File: config.mk
export PLATFORM = sky130hd
export DESIGN_NAME = note_detector
export DESIGN_NICKNAME = d
export VERILOG_FILES = /design/src/rtl/note_detector_pkg.sv /design/src/rtl/note_classifier.sv /design/src/rtl/note_detector.sv
export SDC_FILE = /design/constraint.sdc
export NUM_CORES = 1
export LEC_CHECK = 0
export BUFFER_PORTS_ARGS = -buffer_cell sky130_fd_sc_hd__buf_2
export CAP_MARGIN = 5
export CORE_UTILIZATION = 44
export DETAILED_ROUTE_END_ITERATION = 7
export SLEW_MARGIN = 20
export SYNTH_ARGS = -nofsm -noshare
export SYNTH_HDL_FRONTEND = slang
export SYNTH_SLANG_ARGS = --single-unit
File: constraint.sdc
create_clock -name clk_48kHz -period 12.6 [get_ports clk_48kHz]
set_input_delay 1.26 -clock clk_48kHz [delete_from_list [all_inputs] [get_ports clk_48kHz]]
set_output_delay 1.26 -clock clk_48kHz [all_outputs]
set_load 0.05 [all_outputs]
File: src/rtl/note_detector_pkg.sv
// Shared constants, threshold table and state types for the note detector.
package note_detector_pkg;

    localparam int unsigned SUM_W     = 13;
    localparam int unsigned NOTE_W    = 4;
    localparam int unsigned CNT_W     = 11;
    localparam int unsigned NUM_NOTES = 16;

    typedef logic [SUM_W-1:0] sum_t;

    localparam sum_t MIN_SUM = 13'd148;
    localparam sum_t MAX_SUM = 13'd784;

    // Decision thresholds: a window sum above T[i] (first such i) selects note i.
    localparam sum_t THRESH [NUM_NOTES] = '{
        13'd694, 13'd617, 13'd566, 13'd520, 13'd463, 13'd412, 13'd378, 13'd347,
        13'd309, 13'd283, 13'd260, 13'd231, 13'd206, 13'd189, 13'd174, 13'd147
    };

    // Nominal 4-period sums of each note at 48 kHz.
    localparam sum_t P_SUM [NUM_NOTES] = '{
        13'd736, 13'd653, 13'd582, 13'd550, 13'd490, 13'd436, 13'd389, 13'd367,
        13'd327, 13'd291, 13'd275, 13'd245, 13'd218, 13'd194, 13'd184, 13'd164
    };

    typedef enum logic {ST_IDLE, ST_MEASURE} det_state_e;
    typedef enum logic {CL_IDLE, CL_SEARCH}  cls_state_e;

    function automatic logic sum_in_range(input sum_t s);
        return (s >= MIN_SUM) && (s <= MAX_SUM);
    endfunction

endpackage

File: src/rtl/note_classifier.sv
// Sequential 16-step threshold search; idx 0 is evaluated on the start cycle
// against the incoming sum so done/idx land registered 16 edges later.
module note_classifier
    import note_detector_pkg::*;
(
    input  logic              clk_48kHz,
    input  logic              rst_n,
    input  logic              abort,
    input  logic              start,
    input  logic [SUM_W-1:0]  sum,
    output logic              done,
    output logic [NOTE_W-1:0] idx
);

    localparam logic [NOTE_W-1:0] LAST_STEP = NOTE_W'(NUM_NOTES - 1);

    cls_state_e        state_q, state_d;
    logic [SUM_W-1:0]  sum_q, cur_sum_c;
    logic [NOTE_W-1:0] step_q, cur_step_c, res_q;
    logic              found_q, first_found_c, active_c, hit_c;

    always_comb begin
        state_d       = state_q;
        active_c      = 1'b0;
        cur_step_c    = step_q;
        cur_sum_c     = sum_q;
        first_found_c = found_q;
        if (start) begin
            active_c      = 1'b1;
            cur_step_c    = '0;
            cur_sum_c     = sum;
            first_found_c = 1'b0;
        end else if (state_q == CL_SEARCH) begin
            active_c = 1'b1;
        end
        hit_c = active_c && (cur_sum_c > THRESH[cur_step_c]);
        if (abort) begin
            state_d = CL_IDLE;
        end else if (active_c) begin
            state_d = (cur_step_c == LAST_STEP) ? CL_IDLE : CL_SEARCH;
        end
    end

    always_ff @(posedge clk_48kHz) begin
        if (!rst_n) begin
            state_q <= CL_IDLE;
            sum_q   <= '0;
            step_q  <= '0;
            res_q   <= '0;
            found_q <= 1'b0;
            done    <= 1'b0;
            idx     <= '0;
        end else begin
            state_q <= state_d;
            done    <= 1'b0;
            if (active_c && !abort) begin
                sum_q  <= cur_sum_c;
                step_q <= cur_step_c + NOTE_W'(1);
                if (hit_c && !first_found_c) begin
                    res_q   <= cur_step_c;
                    found_q <= 1'b1;
                end else begin
                    found_q <= first_found_c;
                end
                // The last threshold is below MIN_SUM, so an unmatched search ends on it.
                if (cur_step_c == LAST_STEP) begin
                    done <= 1'b1;
                    idx  <= first_found_c ? res_q : cur_step_c;
                end
            end
        end
    end

endmodule

File: src/rtl/note_detector.sv
// Decodes a synthesised tone back to its note index: Schmitt crossings,
// 4-period window sums, threshold classification and two-window debounce.
module note_detector
    import note_detector_pkg::*;
#(
    parameter int unsigned WIDTH_P   = 24,
    parameter int unsigned HYST_P    = 4096,
    parameter int unsigned TIMEOUT_P = 1024
) (
    input  logic                      clk_48kHz,
    input  logic                      rst_n,
    input  logic signed [WIDTH_P-1:0] sample_i,
    input  logic                      sample_valid_i,
    output logic [NOTE_W-1:0]         note_o,
    output logic                      note_valid_o,
    output logic                      note_change_o,
    output logic [SUM_W-1:0]          period_sum_o
);

    localparam logic signed [WIDTH_P-1:0] HYST_POS    = WIDTH_P'(HYST_P);
    localparam logic signed [WIDTH_P-1:0] HYST_NEG    = -HYST_POS;
    localparam logic [CNT_W-1:0]          TIMEOUT_CNT = CNT_W'(TIMEOUT_P);

    det_state_e        state_q, state_d;
    logic              schmitt_q;
    logic [CNT_W-1:0]  cnt_q;
    logic [SUM_W-1:0]  sum_q, sum_d, snapshot_c;
    logic [1:0]        k_q, k_d;
    logic [NOTE_W-1:0] cand_q;
    logic              cand_valid_q;
    logic              crossing_c, timeout_c, window_close_c, in_range_c, cls_start_c;
    logic              cls_done;
    logic [NOTE_W-1:0] cls_idx;

    assign crossing_c     = sample_valid_i && !schmitt_q && (sample_i >= HYST_POS);
    assign timeout_c      = sample_valid_i && !crossing_c && (cnt_q >= TIMEOUT_CNT);
    assign snapshot_c     = sum_q + SUM_W'(cnt_q);
    assign window_close_c = crossing_c && (state_q == ST_MEASURE) && (k_q == 2'd3);
    assign in_range_c     = sum_in_range(snapshot_c);
    assign cls_start_c    = window_close_c && in_range_c;

    // Window accumulation; the closing crossing also opens the next window.
    always_comb begin
        state_d = state_q;
        sum_d   = sum_q;
        k_d     = k_q;
        if (crossing_c) begin
            if (state_q == ST_IDLE) begin
                state_d = ST_MEASURE;
                sum_d   = '0;
                k_d     = '0;
            end else if (k_q == 2'd3) begin
                sum_d = '0;
                k_d   = '0;
            end else begin
                sum_d = snapshot_c;
                k_d   = k_q + 2'd1;
            end
        end else if (timeout_c) begin
            state_d = ST_IDLE;
        end
    end

    always_ff @(posedge clk_48kHz) begin
        if (!rst_n) begin
            state_q <= ST_IDLE;
            sum_q   <= '0;
            k_q     <= '0;
        end else begin
            state_q <= state_d;
            sum_q   <= sum_d;
            k_q     <= k_d;
        end
    end

    // Schmitt state and period counter advance on valid samples only.
    always_ff @(posedge clk_48kHz) begin
        if (!rst_n) begin
            schmitt_q <= 1'b0;
            cnt_q     <= '0;
        end else if (sample_valid_i) begin
            if (crossing_c) begin
                schmitt_q <= 1'b1;
            end else if (sample_i <= HYST_NEG) begin
                schmitt_q <= 1'b0;
            end
            if (crossing_c) begin
                cnt_q <= CNT_W'(1);
            end else if (cnt_q < TIMEOUT_CNT) begin
                cnt_q <= cnt_q + CNT_W'(1);
            end
        end
    end

    note_classifier u_classifier (
        .clk_48kHz (clk_48kHz),
        .rst_n     (rst_n),
        .abort     (timeout_c),
        .start     (cls_start_c),
        .sum       (snapshot_c),
        .done      (cls_done),
        .idx       (cls_idx)
    );

    // Result handling: a note is published only when two consecutive windows agree.
    always_ff @(posedge clk_48kHz) begin
        if (!rst_n) begin
            note_o        <= '0;
            note_valid_o  <= 1'b0;
            note_change_o <= 1'b0;
            period_sum_o  <= '0;
            cand_q        <= '0;
            cand_valid_q  <= 1'b0;
        end else begin
            note_change_o <= 1'b0;
            if (timeout_c || (window_close_c && !in_range_c)) begin
                note_valid_o <= 1'b0;
                cand_valid_q <= 1'b0;
            end else begin
                if (cls_start_c) begin
                    period_sum_o <= snapshot_c;
                end
                if (cls_done) begin
                    if (cand_valid_q && (cls_idx == cand_q)) begin
                        if (!note_valid_o || (note_o != cls_idx)) begin
                            note_o        <= cls_idx;
                            note_valid_o  <= 1'b1;
                            note_change_o <= 1'b1;
                        end
                    end else begin
                        cand_q       <= cls_idx;
                        cand_valid_q <= 1'b1;
                    end
                end
            end
        end
    end

endmodule

==> run_results.csv <==
group,metric,value,unit
synthesis,muxShareOfSynthArea,0.0689,
global_routing,grt_pass1_vias,3767,
clock_tree,htree_num_levels,3,
synthesis,netlist.area_leader.share,0.342,
floorplanning,start_util,0.454,
synthesis,syn_inst,538,
sta,rsz0062_at_grt,"no",
synthesis,synth_top_area_cell,"dfxtp_1",
synthesis,synth_compound_area_frac,0.207,
sta,tightest_slew,792,ps
synthesis,yosysUniqueCellTypes,59,
detailed_routing,drt_iter0_markers,180,
layout,areaGrowthSynthToFinish,11.5,%
floorplanning,placementRows,37,
layout,drive_gt1_frac,0.134,
detailed_routing,final_antenna_net_count,0,
worst_setup_path,endpoint_kind,"register",
sta,fmax,153,MHz
flow_run,cap_violations,0,
detailed_routing,vias,3920,
detailed_routing,vias_per_cell,5.53,
layout,final_nets,627,
synthesis,yosys_warnings,0,
global_routing,antenna_found_initial,0,
floorplanning,die_w,105,um
worst_setup_path,crit_required,12900,ps
global_routing,grt_pass1_wl,18.4,mm
synthesis,synthFlopType,"dfxtp_1",
global_routing,grt_max_degree,66,
floorplanning,fp.coreArea,0.0103,mm2
sta,finalCritPeriodShare,0.520,
clock_tree,path_clk_slew,80,ps
floorplanning,fp.dieArea,0.0111,mm2
sta,setup_viol,0,
clock_tree,clk_latency,370,ps
placement,dp_hpwl,7.62,mm
clock_tree,cts_buffer_depth,2,
sta,finClkSkew,7.48,ps
synthesis,synth_edf_count,0,
detailed_routing,drc_errors,0,
synthesis,synth_top_family_by_area,"simple AND/OR/NAND/NOR gates",
placement,place_congestion,0.818,
detailed_routing,avgRoutedWirePerCell,15.0,um
global_routing,grt_overflow,0,
power_and_ir_drop,p_total,525,uW
synthesis,synth_common_cells,"dfxtp_1 (80), nand2_1 (57), nor2_1 (37)",
synthesis,ys_seq_elements,80,
synthesis,yosys.area_share.simple,0.220,
clock_tree,cts_hold_buf,0,
synthesis,synth_area,0.00469,mm2
synthesis,async_reset_ff_frac,0,
synthesis,yosysMostFrequentCell,"dfxtp_1",
worst_setup_path,r2r_start,"cnt_q[0]$_SDFFE_PN0P_",
worst_setup_path,crit_path_max_fanout,40,
status,outcome,"finished clean",
clock_tree,cts.sinks,80,
worst_setup_path,critPathLaunch,"cnt_q[0]$_SDFFE_PN0P_",
synthesis,syn_avg_cell_area,8.71,um2
clock_tree,cts_tree,"yes",
layout,n_antenna_cell,0,
detailed_routing,drt-total-wl,10.6,mm
clock_tree,cts_setup_buffers,0,
clock_tree,cts_resized,0,
hold_path,hp-start,"period_sum_o[9]$_SDFFE_PN0P_",
worst_setup_path,critPathArrivalTime,6850,ps
worst_setup_path,path_class,"register to register",
placement,portBuffers,45,
sta,drv_slew,0,
synthesis,syn_nets,597,
synthesis,synth_fa_ha_area_frac,0.0870,
sta,finalHoldViolCount,0,
hold_path,worstHoldPathType,"register to register",
detailed_routing,drt_pass1_iterations,4,
sta,relSlewSlack,0.471,
power_and_ir_drop,peakVddDrop,0.0000560,V
clock_tree,cts-buffers-inserted,9,
power_and_ir_drop,p_per_area,100,mW/mm2
synthesis,synth-seq-area-share,0.342,
worst_setup_path,crit_path_start_kind,"register",
sta,setup_tns,0,ps
clock_tree,cts_root_buf,"clkbuf_8",
power_and_ir_drop,leakagePower,0.00222,uW
synthesis,synth-xor-area-share,0.0355,
sta,period_needed,6550,ps
synthesis,synth_area_leaders,"dfxtp_1 (34%), ha_1 (8.3%), nand2_1 (4.6%), mux2i_1 (4.5%), nor2_1 (3.0%)",
floorplanning,die_h,105,um
global_routing,grtUsageTotal,0.209,
floorplanning,io_pins,46,
==> routing by layer <==
layer | GRT usage | wire, um | vias to the layer above
met5 | 0 | 0 | -
met4 | 0.0815 | 176 | 0
met3 | 0.0340 | 304 | 12
met2 | 0.337 | 4950 | 46
met1 | 0.277 | 5190 | 1845
li1 | - | - | 2017
==> final timing paths <==
path / end / slack [ps] / depth (start not counted)
max: u_classifier.res_q[2]$_SDFFE_PN0P_ / 6050 / 26
min: period_sum_o[9]$_SDFFE_PN0P_ / 450 / 2
max reg2reg: u_classifier.res_q[2]$_SDFFE_PN0P_ / 6050 / 26
min reg2reg: period_sum_o[9]$_SDFFE_PN0P_ / 450 / 2
==> power by group <==
group	internal [uW]	leakage, uW	switching [uW]	total (uW)
logic	7.06	0.00145	10.4	17.4
registers	254	0.000645	1.08	255
clock network	157	0.000130	95.9	253
==> flip-flops by register name, summed over array words and instances (netlist names), 2 cells and up <==
name and cells:
period_sum_o 13, cnt_q 11, u_classifier.sum_q 13, cand_q 4, sum_q 13, u_classifier.res_q 4, u_classifier.idx 4, k_q 2
note_o 4, u_classifier.step_q 4
==> layout by cell type, fill, tap and decap left out, drive strengths merged, types with 13 or more instances in the layout <==
cell type	Yosys	layout
a21oi	21	21
nand2	57	57
inv	13	13
and2	14	14
and3	15	15
nor2	37	37
mux2i	21	21
a21boi	22	22
o21ai	23	23
dfxtp	80	80
nand3	20	20
ha	31	31
buf	11	47
==> worst max-delay path: stages, from the launching register on <==
cell	delay [ps]
dfxtp_1	420
ha_1	280
inv_1	80
fa_1	420
nand2b_1	210
a21oi_1	310
nor2_1	90
a211oi_1	630
o311ai_2	220
o311ai_2	240
or3_4	510
nand2_1	210
inv_1	170
ha_1	220
inv_1	70
ha_1	170
mux2_2	260
nand2_1	70
ha_1	260
a21o_1	170
a211o_1	300
o21ai_0	140
a21oi_1	80
or4_1	400
o41ai_1	90
o21bai_2	270
mux2i_1	210
==> logic make-up (layout without fill, tap and decap cells) <==
logic type / count (synthesis) / count (layout)
and+or+nand+nor: 203 / 203
xor gates and xnor gates: 19 / 19
AOI/OAI and AO/OA: 133 / 133
muxes: 30 / 30
buffers and inverters: 41 / 76
adders and majority gates: 32 / 32
DFF: 80 / 80
==> final cells by class <==
class / count / area (um2)
Tap cell: 136 / 170
Sequential cell: 80 / 1600
Multi-Input combinational cell: 417 / 2900
Timing Repair Buffer: 47 / 240
Clock buffer: 11 / 141
Fill cell: 970 / 5100
Inverter: 13 / 48.8
Clock inverter: 5 / 128
==> through the flow <==
step / instances / setup slack (ps) / utilization / area (um2) / hold slack (ps)
6_report: 709 / 6050 / 0.506 / 5230 / 454
5_1_grt: 709 / 5540 / 0.506 / 5230 / 476
4_1_cts: 709 / 6000 / 0.506 / 5230 / 456
3_5_place_dp: 693 / 6070 / 0.480 / 4960 / 444
3_3_place_gp: 693 / 6370 / 0.480 / 4960 / 440
2_1_floorplan: 538 / 6830 / - / 4690 / 429
Note: power is estimated with default switching activity, not from simulation.
